**config.mk**
```make
export PLATFORM = sky130hd
export DESIGN_NAME = systolic_array_sequencer
export DESIGN_NICKNAME = d
export VERILOG_FILES = /design/src/rtl/systolic_array_sequencer_pkg.sv /design/src/rtl/systolic_array_sequencer_skew_gen.sv /design/src/rtl/systolic_array_sequencer.sv
export SDC_FILE = /design/constraint.sdc
export NUM_CORES = 1
export LEC_CHECK = 0
export ABC_AREA = 1
export BUFFER_PORTS_ARGS = -buffer_cell sky130_fd_sc_hd__clkbuf_2
export CAP_MARGIN = 20
export CORE_MARGIN = 10
export CORE_UTILIZATION = 55
export DETAILED_ROUTE_END_ITERATION = 10
export GPL_TIMING_DRIVEN = 0
export HOLD_SLACK_MARGIN = 0.06
export PLACE_DENSITY = 0.78
export SLEW_MARGIN = 10
export SYNTH_ARGS = -nofsm -noshare
export SYNTH_HDL_FRONTEND = slang
export SYNTH_HIERARCHICAL = 1
export SYNTH_SLANG_ARGS = --single-unit
```
**constraint.sdc**
```tcl
create_clock -name CLK -period 2.88 [get_ports CLK]
set_input_delay 0.144 -clock CLK [delete_from_list [all_inputs] [get_ports CLK]]
set_output_delay 0.144 -clock CLK [all_outputs]
set_load 0.1 [all_outputs]
```
**src/rtl/systolic_array_sequencer_pkg.sv**
```systemverilog
// Shared types and defaults for the systolic array tile sequencer.
package systolic_pkg;

  // Tile life cycle: gather rows, run the skewed schedule, hand rows out.
  typedef enum logic [1:0] {
    LOAD    = 2'd0,
    COMPUTE = 2'd1,
    DRAIN   = 2'd2
  } sa_seq_state_t;

  localparam int DEF_N       = 4;
  localparam int DEF_MAC_LAT = 3;
  localparam int DEF_RW      = $clog2(DEF_N);

  typedef logic [DEF_RW-1:0] row_idx_t;

endpackage

```
**src/rtl/systolic_array_sequencer_skew_gen.sv**
```systemverilog
// Skewed shift windows for the input FIFOs (rows) and partial-sum FIFOs
// (columns). Shifts only happen on the first cycle of each systolic step.
module sa_skew_gen #(
  parameter int N  = 4,
  parameter int SW = 4,
  parameter int CW = 1
) (
  input  logic [SW-1:0] i_s,
  input  logic [CW-1:0] i_c,
  output logic [N-1:0]  o_fifo_shift,
  output logic [N-1:0]  o_ps_fifo_shift
);

  // Row i feeds during steps i..i+N-1; column j drains during j+N-1..j+2N-2.
  always_comb begin
    o_fifo_shift    = '0;
    o_ps_fifo_shift = '0;
    if (i_c == '0) begin
      for (int k = 0; k < N; k++) begin
        if ((int'(i_s) >= k) && (int'(i_s) <= k + N - 1))
          o_fifo_shift[k] = 1'b1;
        if ((int'(i_s) >= k + N - 1) && (int'(i_s) <= k + 2 * N - 2))
          o_ps_fifo_shift[k] = 1'b1;
      end
    end
  end

endmodule

```
**src/rtl/systolic_array_sequencer.sv**
```systemverilog
// Tile sequencer: collects weight/input/partial rows, runs the skewed MAC
// schedule, then streams the N output rows to writeback.
//
// Handshake: an output row moves when out_valid & out_ready are both high at
// a rising clock edge; out_valid and row_out stay stable until that happens.
// On the load side bus_ready is the ready term, the *_en inputs are the valid.
module systolic_array_sequencer
  import systolic_pkg::*;
#(
  parameter  int N       = DEF_N,
  parameter  int MAC_LAT = DEF_MAC_LAT,
  localparam int RW      = $clog2(N)
) (
  input  logic          CLK,
  input  logic          nRST,
  input  logic          weight_en,
  input  logic          input_en,
  input  logic          partial_en,
  input  logic [RW-1:0] row_en,
  input  logic          fifo_has_space,
  input  logic          out_ready,
  output logic          bus_ready,
  output logic          weight_load,
  output logic [RW-1:0] weight_row,
  output logic          input_load,
  output logic [RW-1:0] input_row,
  output logic          partials_load,
  output logic [RW-1:0] partials_row,
  output logic [N-1:0]  fifo_shift,
  output logic [N-1:0]  ps_fifo_shift,
  output logic          MAC_start,
  output logic          MAC_count,
  output logic [RW-1:0] row_out,
  output logic          out_valid,
  output logic          busy,
  output logic          tile_done,
  output logic [1:0]    dbg_state
);

  localparam int SW = $clog2(3 * N);
  localparam int CW = (MAC_LAT > 1) ? $clog2(MAC_LAT) : 1;
  localparam logic [SW-1:0] S_LAST   = SW'(3 * N - 3);
  localparam logic [CW-1:0] C_LAST   = CW'(MAC_LAT - 1);
  localparam logic [RW-1:0] ROW_LAST = RW'(N - 1);

  sa_seq_state_t r_state, w_state_nxt;
  logic [N-1:0]  r_w_mask, r_i_mask, r_p_mask;
  logic [N-1:0]  w_w_mask_nxt, w_i_mask_nxt, w_p_mask_nxt;
  logic [SW-1:0] r_s, w_s_nxt;
  logic [CW-1:0] r_c, w_c_nxt;
  logic [RW-1:0] r_row, w_row_nxt;
  logic          w_done_nxt;
  logic          w_acc_w, w_acc_i, w_acc_p;
  logic [N-1:0]  w_row_bit;
  logic [N-1:0]  w_fifo_shift, w_ps_fifo_shift;

  assign bus_ready = (r_state == LOAD) & fifo_has_space;
  assign w_acc_w   = bus_ready & weight_en;
  assign w_acc_i   = bus_ready & ~weight_en & input_en;
  assign w_acc_p   = bus_ready & ~weight_en & ~input_en & partial_en;
  assign w_row_bit = N'(1) << row_en;
  assign dbg_state = r_state;

  // Skew windows evaluated on the next-cycle counters so the registered
  // shift outputs line up with the step they belong to.
  sa_skew_gen #(.N(N), .SW(SW), .CW(CW)) u_skew (
    .i_s             (w_s_nxt),
    .i_c             (w_c_nxt),
    .o_fifo_shift    (w_fifo_shift),
    .o_ps_fifo_shift (w_ps_fifo_shift)
  );

  // Next-state, counter and row-mask logic.
  always_comb begin
    w_state_nxt  = r_state;
    w_w_mask_nxt = r_w_mask;
    w_i_mask_nxt = r_i_mask;
    w_p_mask_nxt = r_p_mask;
    w_s_nxt      = r_s;
    w_c_nxt      = r_c;
    w_row_nxt    = r_row;
    w_done_nxt   = 1'b0;
    case (r_state)
      LOAD: begin
        if (w_acc_w) w_w_mask_nxt = r_w_mask | w_row_bit;
        if (w_acc_i) w_i_mask_nxt = r_i_mask | w_row_bit;
        if (w_acc_p) w_p_mask_nxt = r_p_mask | w_row_bit;
        if ((&w_w_mask_nxt) && (&w_i_mask_nxt) && (&w_p_mask_nxt)) begin
          w_state_nxt = COMPUTE;
          w_s_nxt     = '0;
          w_c_nxt     = '0;
        end
      end
      COMPUTE: begin
        if (r_c == C_LAST) begin
          w_c_nxt = '0;
          if (r_s == S_LAST) begin
            w_state_nxt = DRAIN;
            w_row_nxt   = '0;
          end else begin
            w_s_nxt = r_s + SW'(1);
          end
        end else begin
          w_c_nxt = r_c + CW'(1);
        end
      end
      DRAIN: begin
        if (out_valid && out_ready) begin
          if (r_row == ROW_LAST) begin
            w_state_nxt  = LOAD;
            w_row_nxt    = '0;
            w_w_mask_nxt = '0;
            w_i_mask_nxt = '0;
            w_p_mask_nxt = '0;
            w_done_nxt   = 1'b1;
          end else begin
            w_row_nxt = r_row + RW'(1);
          end
        end
      end
      default: w_state_nxt = LOAD;
    endcase
  end

  // State, counters and row masks.
  always_ff @(posedge CLK) begin
    if (!nRST) begin
      r_state  <= LOAD;
      r_w_mask <= '0;
      r_i_mask <= '0;
      r_p_mask <= '0;
      r_s      <= '0;
      r_c      <= '0;
      r_row    <= '0;
    end else begin
      r_state  <= w_state_nxt;
      r_w_mask <= w_w_mask_nxt;
      r_i_mask <= w_i_mask_nxt;
      r_p_mask <= w_p_mask_nxt;
      r_s      <= w_s_nxt;
      r_c      <= w_c_nxt;
      r_row    <= w_row_nxt;
    end
  end

  // Registered control outputs derived from the next-cycle state.
  always_ff @(posedge CLK) begin
    if (!nRST) begin
      weight_load   <= 1'b0;
      weight_row    <= '0;
      input_load    <= 1'b0;
      input_row     <= '0;
      partials_load <= 1'b0;
      partials_row  <= '0;
      fifo_shift    <= '0;
      ps_fifo_shift <= '0;
      MAC_start     <= 1'b0;
      MAC_count     <= 1'b0;
      row_out       <= '0;
      out_valid     <= 1'b0;
      busy          <= 1'b0;
      tile_done     <= 1'b0;
    end else begin
      weight_load   <= w_acc_w;
      weight_row    <= w_acc_w ? row_en : '0;
      input_load    <= w_acc_i;
      input_row     <= w_acc_i ? row_en : '0;
      partials_load <= w_acc_p;
      partials_row  <= w_acc_p ? row_en : '0;
      fifo_shift    <= (w_state_nxt == COMPUTE) ? w_fifo_shift : '0;
      ps_fifo_shift <= (w_state_nxt == COMPUTE) ? w_ps_fifo_shift : '0;
      MAC_start     <= (r_state == LOAD) && (w_state_nxt == COMPUTE);
      MAC_count     <= (w_state_nxt == COMPUTE);
      row_out       <= (w_state_nxt == DRAIN) ? w_row_nxt : '0;
      out_valid     <= (w_state_nxt == DRAIN);
      busy          <= (w_state_nxt != LOAD);
      tile_done     <= w_done_nxt;
    end
  end

endmodule

```
* Word-level counts from Yosys, hierarchy flattened
Cells that the tools add are included.
** Storage, ports and cells
- Register bits after elaboration :: 46
- Input port bits :: 9
- Output and inout bits :: 27
** Operators by class
- Add/sub/neg operators :: 3
- Magnitude comparators :: 13
- Equal/unequal tests :: 9
- Shifts and indexed selects :: 1
- Muxes and demuxes :: 37
- Bitwise gates (word level) :: 11
- Reduce and logical (&&, ||, !) cells :: 24
** Operators with widths (number)
- $mux W4 :: 11
- $pmux W4 S2 :: 4
- $mux W2 :: 11
- $le A4 B3 Y1 const B :: 4
- $ge A4 B3 Y1 const B :: 3
- $or A4 B4 Y4 :: 3
- $reduce_and A4 Y1 :: 3
- $logic_and A1 B1 Y1 :: 10
- $reduce_and A3 Y1 :: 3
- $eq A2 B2 Y1 const B :: 4
- $ge A4 B2 Y1 const B :: 2
- $le A4 B4 Y1 const B :: 2
- $mux W1 :: 8
- $pmux W2 S2 :: 2
- $reduce_and A2 Y1 :: 4
- $and A1 B1 Y1 :: 6
- $pmux W2 S3 :: 1
- $add A2 B1 Y2 const B :: 2
- $add A4 B1 Y4 const B :: 1
- $eq A2 B1 Y1 const B :: 2
- $eq A4 B4 Y1 const B :: 1
- $ge A4 B1 Y1 const B :: 1
- $le A4 B2 Y1 const B :: 1
- $logic_not A2 Y1 :: 2
- other kinds (4) :: 7

* Depth between registers and ports, before layout
- Depth after elaboration :: 14
- Gate-level depth with buffers :: 20
- Mapped depth without buffers :: 20

* Hierarchy
Netlist, hierarchy kept.
** Modules (own cells, without submodules)
- systolic_array_sequencer :: times used 1, cells each 278, area an instance 1990.7 um2
- sa_skew_gen :: times used 1, cells each 32, area an instance 136.4 um2

* Worst setup path before layout
Ideal clock, no wire load.
- Path type :: reg-to-reg
- Start point :: register r_state[0], in the netlist dbg_state[0]
- End point :: register ps_fifo_shift[0]
- Data arrival time :: 2.888 ns
- Data required time :: 2.817 ns
- Slack :: -0.071 ns
- Cell stages (with the launch flop) :: 21
- Buffers on the path :: 1
- Cells stage by stage :: dfxtp_1 inv_1 ha_1 nand3_1 inv_2 nand2_1 nand2_1 nand2_1 nor2_1 nand3_1 nand2_1 nand2_1 nand2_1 nand2_1 nor2_1 nand2_1 o21ai_1 nor2_1 buf_4 inv_1 nor2_2
** Between the ends
- Word-level cells in the longest chain between the ends :: 14
- Elaborated cells between the ends (all ways) :: 37
- Those cells by class :: order compare (2); eq/ne (3); mux (17); bitwise (6); reduce/logical (9)
** RTL lines
- start: declaration :: RTL line systolic_array_sequencer.sv:46 : sa_seq_state_t r_state, w_state_nxt;
- start signal: assignment :: RTL line systolic_array_sequencer.sv:136 : r_state <= w_state_nxt;
- $logic_not A2 Y1 :: RTL line systolic_array_sequencer.sv:57, systolic_array_sequencer.sv:83
- $and A1 B1 Y1 :: RTL line systolic_array_sequencer.sv:57 : assign bus_ready = (r_state == LOAD) & fifo_has_space;
- $and A1 B1 Y1 :: RTL line systolic_array_sequencer.sv:59, systolic_array_sequencer.sv:60
- $and A1 B1 Y1 (on tied branches) :: RTL line systolic_array_sequencer.sv:60, systolic_array_sequencer.sv:59
- $and A1 B1 Y1 or $mux W4 (tied branches) :: RTL line systolic_array_sequencer.sv:60, systolic_array_sequencer.sv:86
- $mux W4 (on tied branches) :: RTL line systolic_array_sequencer.sv:87, systolic_array_sequencer.sv:83
- $mux W4 or $reduce_and A4 Y1 (tied branches) :: RTL line systolic_array_sequencer.sv:83, systolic_array_sequencer.sv:88
- $reduce_and A4 Y1 or $logic_and A1 B1 Y1 (tied branches) :: RTL line systolic_array_sequencer.sv:88 : if ((&w_w_mask_nxt) && (&w_i_mask_nxt) && (&w_p_mask_nxt)) begin
- $logic_and A1 B1 Y1 :: RTL line systolic_array_sequencer.sv:88
- $mux W4 :: RTL line systolic_array_sequencer.sv:88
- $pmux W4 S2 (*) :: RTL line systolic_array_sequencer.sv:83 : case (r_state)
- net w_s_nxt[2] :: RTL line systolic_array_sequencer.sv:49 : logic [SW-1:0] r_s, w_s_nxt;
- $ge A4 B2 Y1 or $le A4 B3 Y1 (tied branches) :: RTL line systolic_array_sequencer_skew_gen.sv:22 : if ((int'(i_s) >= k + N - 1) && (int'(i_s) <= k + 2 * N - 2))
- $logic_and A1 B1 Y1 (*) :: RTL line systolic_array_sequencer_skew_gen.sv:22
- $mux W1 (*) :: RTL line systolic_array_sequencer_skew_gen.sv:22
- end signal: assignment :: RTL line systolic_array_sequencer.sv:171 : ps_fifo_shift <= (w_state_nxt == COMPUTE) ? w_ps_fifo_shift : '0;
- end: declaration :: RTL line systolic_array_sequencer.sv:30 : output logic [N-1:0] ps_fifo_shift,
Mark *: on every way through the listed nets, which the timed path passes. The rest lies on a longest branch. The select of a mux whose other input is x is not followed.
A chain may end at the register's enable or synchronous reset.

* Final worst setup path
- Start point :: register r_state[1], in the netlist dbg_state[1]
- End point :: register ps_fifo_shift[0]
The elaborated chain is that of the path after synthesis.

==> reports/metrics.cfg <==
[die]
die_x_um = 82.2
io-pin-count = 36
coreArea_um2 = 3690
die_y_um = 82.2
rows = 22
dieArea_um2 = 6750
start_util_pct = 57.7

[layout]
final_cell_mix = nand2_1 (72), inv_1 (48), dfxtp_1 (44), nor2_1 (44), clkbuf_2 (34)
fin_util_pct = 67.7
layout-drive-gt1-share_pct = 21.0
layout.nets = 368
final_common_cell = nand2_1
fin_cells = 401
diodes = 0
synthToLayoutAreaGrowth_pct = 17.4

[placement]
gp_congestion = 0.864
dp_hpwl_mm = 3.40
io_buffers = 34
place_inst = 392

[grt]
grt_pass1_wl_mm = 7.30
grt_pass1_vias = 1733
gr-usage-all-layers_pct = 13.5
grt_max_degree = 16
antenna_found_initial = 0
grt-ovfl-total = 0

[outcome]
status = finished clean

[detailed_routing]
drt_iter0_drc = 112
route.detailed.drc = 0
via_per_inst = 4.68
wl_mm = 4.33
first_pass_iters = 4
routedWlPerCell_um = 10.8
ant_nets = 0
vias = 1877

[power]
p_comb_share_pct = 6.7
power.leakage_nw = 1.26
finalPower_mw = 1.10
seq_power_share_pct = 58.6
intPower_uw = 828
p_clk_share_pct = 34.8
p_sw_uw = 272
peakVddDrop_mv = 0.329
powerDensity_nw_per_um2 = 441
switching_share_pct = 24.7

[synth]
synth_seq_cells = 46
synthCells = 310
synth_area_per_cell_um2 = 6.86
yosysWarnings = 6
synthesis.area_um2 = 2130
synth_cell_types = 24
synthesis.nets = 326
ys_seq_area_share_pct = 43.3

[timing]
fin_worst_skew_ns = 0.00995
tns_ns = 0
setup_viol = 0
fmax_mhz = 371
maxSlewViolCount = 0
finalCriticalPeriod_ns = 2.70
period_share_pct = 93.6
hold_viol_final = 0
slew-limit-headroom_pct = 63.2
worst_pin_slew_ns = 0.555

[worst_setup_path]
crit_chain = inv_1, ha_4, nand2_2, nor2_4, nand3_1, nand2_1, nand2_1, nor2_1, nand3_2, nand2_1, nand2_1, nand2_1, nand2_1, nor2_1, nand2_1, o21ai_1, nor2_2, buf_4, inv_1, nor2_2
crit_type = reg2reg
end_kind = register
crit_slowest_cell = dfxtp_2
crit_path_max_fanout = 8
timing.critical_path.mode_cell = nand2_1
cp_num_buf_inv = 3
slowest_delay_ns = 0.35
worstPathArrival_ns = 2.89
r2r-start = dbg_state[1]$_SDFF_PN0_
crit_family = simple AND/OR/NAND/NOR gates
crit_path_start_kind = register
startpoint = dbg_state[1]$_SDFF_PN0_
crit_required_ns = 3.08

[clock_network]
cts_root_buffer = clkbuf_8
clockBufferDepth = 2
cts.htree.levels = 2
numClockSinks = 46
clkTransAtPathRegs_ns = 0.09
tritoncts = built
cts_buffers = 5
clk_latency_ns = 0.30

[hold_path]
hold_start = fifo_has_space
worstHoldPathType = in2reg

[job]
maxCapViolCount = 0

area by class of cell:
class	instances	area [µm²]
well taps	48	60.1
plain buffers	7	30.0
clock inverters	3	21.3
fillers	344	1190
multi-input cells	205	1020
inverters	52	195
flip-flops and latches	46	923
repair buffers	35	178
clock buffers	5	68.8
cells in the mapped netlist (all sizes together):
cell type  instances  share of area, %
nand3             20               4.7
dfxtp             46                43
nand2             76                14
ha                 7               4.1
a21boi             1              0.35
nor3               9               2.1
o211ai             1              0.35
o21ai             10               2.4
o21bai             1              0.35
clkbuf             6               1.1
buf                1              0.35
or2                2              0.59
nor2              58                12
a21oi             19               4.6
inv               51               9.0
xnor2              1              0.41
clkinv             1              0.18
worst paths after layout:
kind	end	slack, ns	cells after the start
worst max register to register	ps_fifo_shift[0]$_SDFF_PN0_	0.18	20
worst min register to register	r_w_mask[1]$_SDFFE_PN0P_	0.50	2
worst min-delay path	weight_load$_SDFF_PN0_	0.17	3
worst max-delay path	ps_fifo_shift[0]$_SDFF_PN0_	0.18	20
cell families after synthesis:
kind of cell / Yosys count / synth area share, %
and+or+nand+nor: 165 / 33.5
buffers and inverters: 59 / 10.6
DFF: 46 / 43.3
AOI/OAI and AO/OA: 32 / 8.06
adders and majority gates: 7 / 4.12
xor gates and xnor gates: 1 / 0.412
power groups by stage:
stage	Combinational (mW)	Clock, mW	Sequential, mW
final	0.0733	0.382	0.644
after detailed placement	0.0719	0	0.659
after global placement	0.0709	0	0.659
after CTS	0.0720	0.395	0.644
after floorplan	0.0336	0	0.679
after global routing	0.0803	0.423	0.645
worst reg2reg max path: stages, from the launching register on:
cell and delay (ns):
dfxtp_2 0.35, inv_1 0.13, ha_4 0.21, nand2_2 0.09
nor2_4 0.19, nand3_1 0.12, nand2_1 0.09, nand2_1 0.06
nor2_1 0.15, nand3_2 0.13, nand2_1 0.10, nand2_1 0.14
nand2_1 0.09, nand2_1 0.15, nor2_1 0.18, nand2_1 0.06
o21ai_1 0.09, nor2_2 0.05, buf_4 0.12, inv_1 0.05
nor2_2 0.03
per-stage QoR:
step,cell area [µm²],setup WS (ns),hold slack [ns]
3_5_place_dp,2360,-0.00480,0.479
6_report,2500,0.184,0.166
2_1_floorplan,2130,0.266,0.328
5_1_grt,2500,-0.0454,0.178
4_1_cts,2450,0.0441,0.161
3_3_place_gp,2360,0.00750,0.471
registers in the layout, summed over array words and instances, names as in the netlist, 2 cells and up:
register and cells:
dbg_state 2, fifo_shift 4, input_row 2, partials_row 2, ps_fifo_shift 4, r_c 2
r_i_mask 4, r_p_mask 4, r_row 2, r_s 4, r_w_mask 4, row_out 2
weight_row 2
metal layers:
metal	track usage, %	up-vias	part of all wire [%]
li1	-	1032	-
met5	0	-	0
met4	4.59	0	1.5
met1	15.0	809	44
met2	24.0	27	48
met3	4.00	9	6.1
repair_timing:
| action | CTS | global route |
|---|---|---|
| setup endpoints to repair | 1 | 8 |
| buffers inserted | 0 | 1 |
| hold buffers | 0 | 0 |
| cloned | 0 | 0 |
| resized for setup | 1 | 9 |
| pin swaps | 0 | 2 |
No activity file was read; power rests on OpenSTA's default activity.
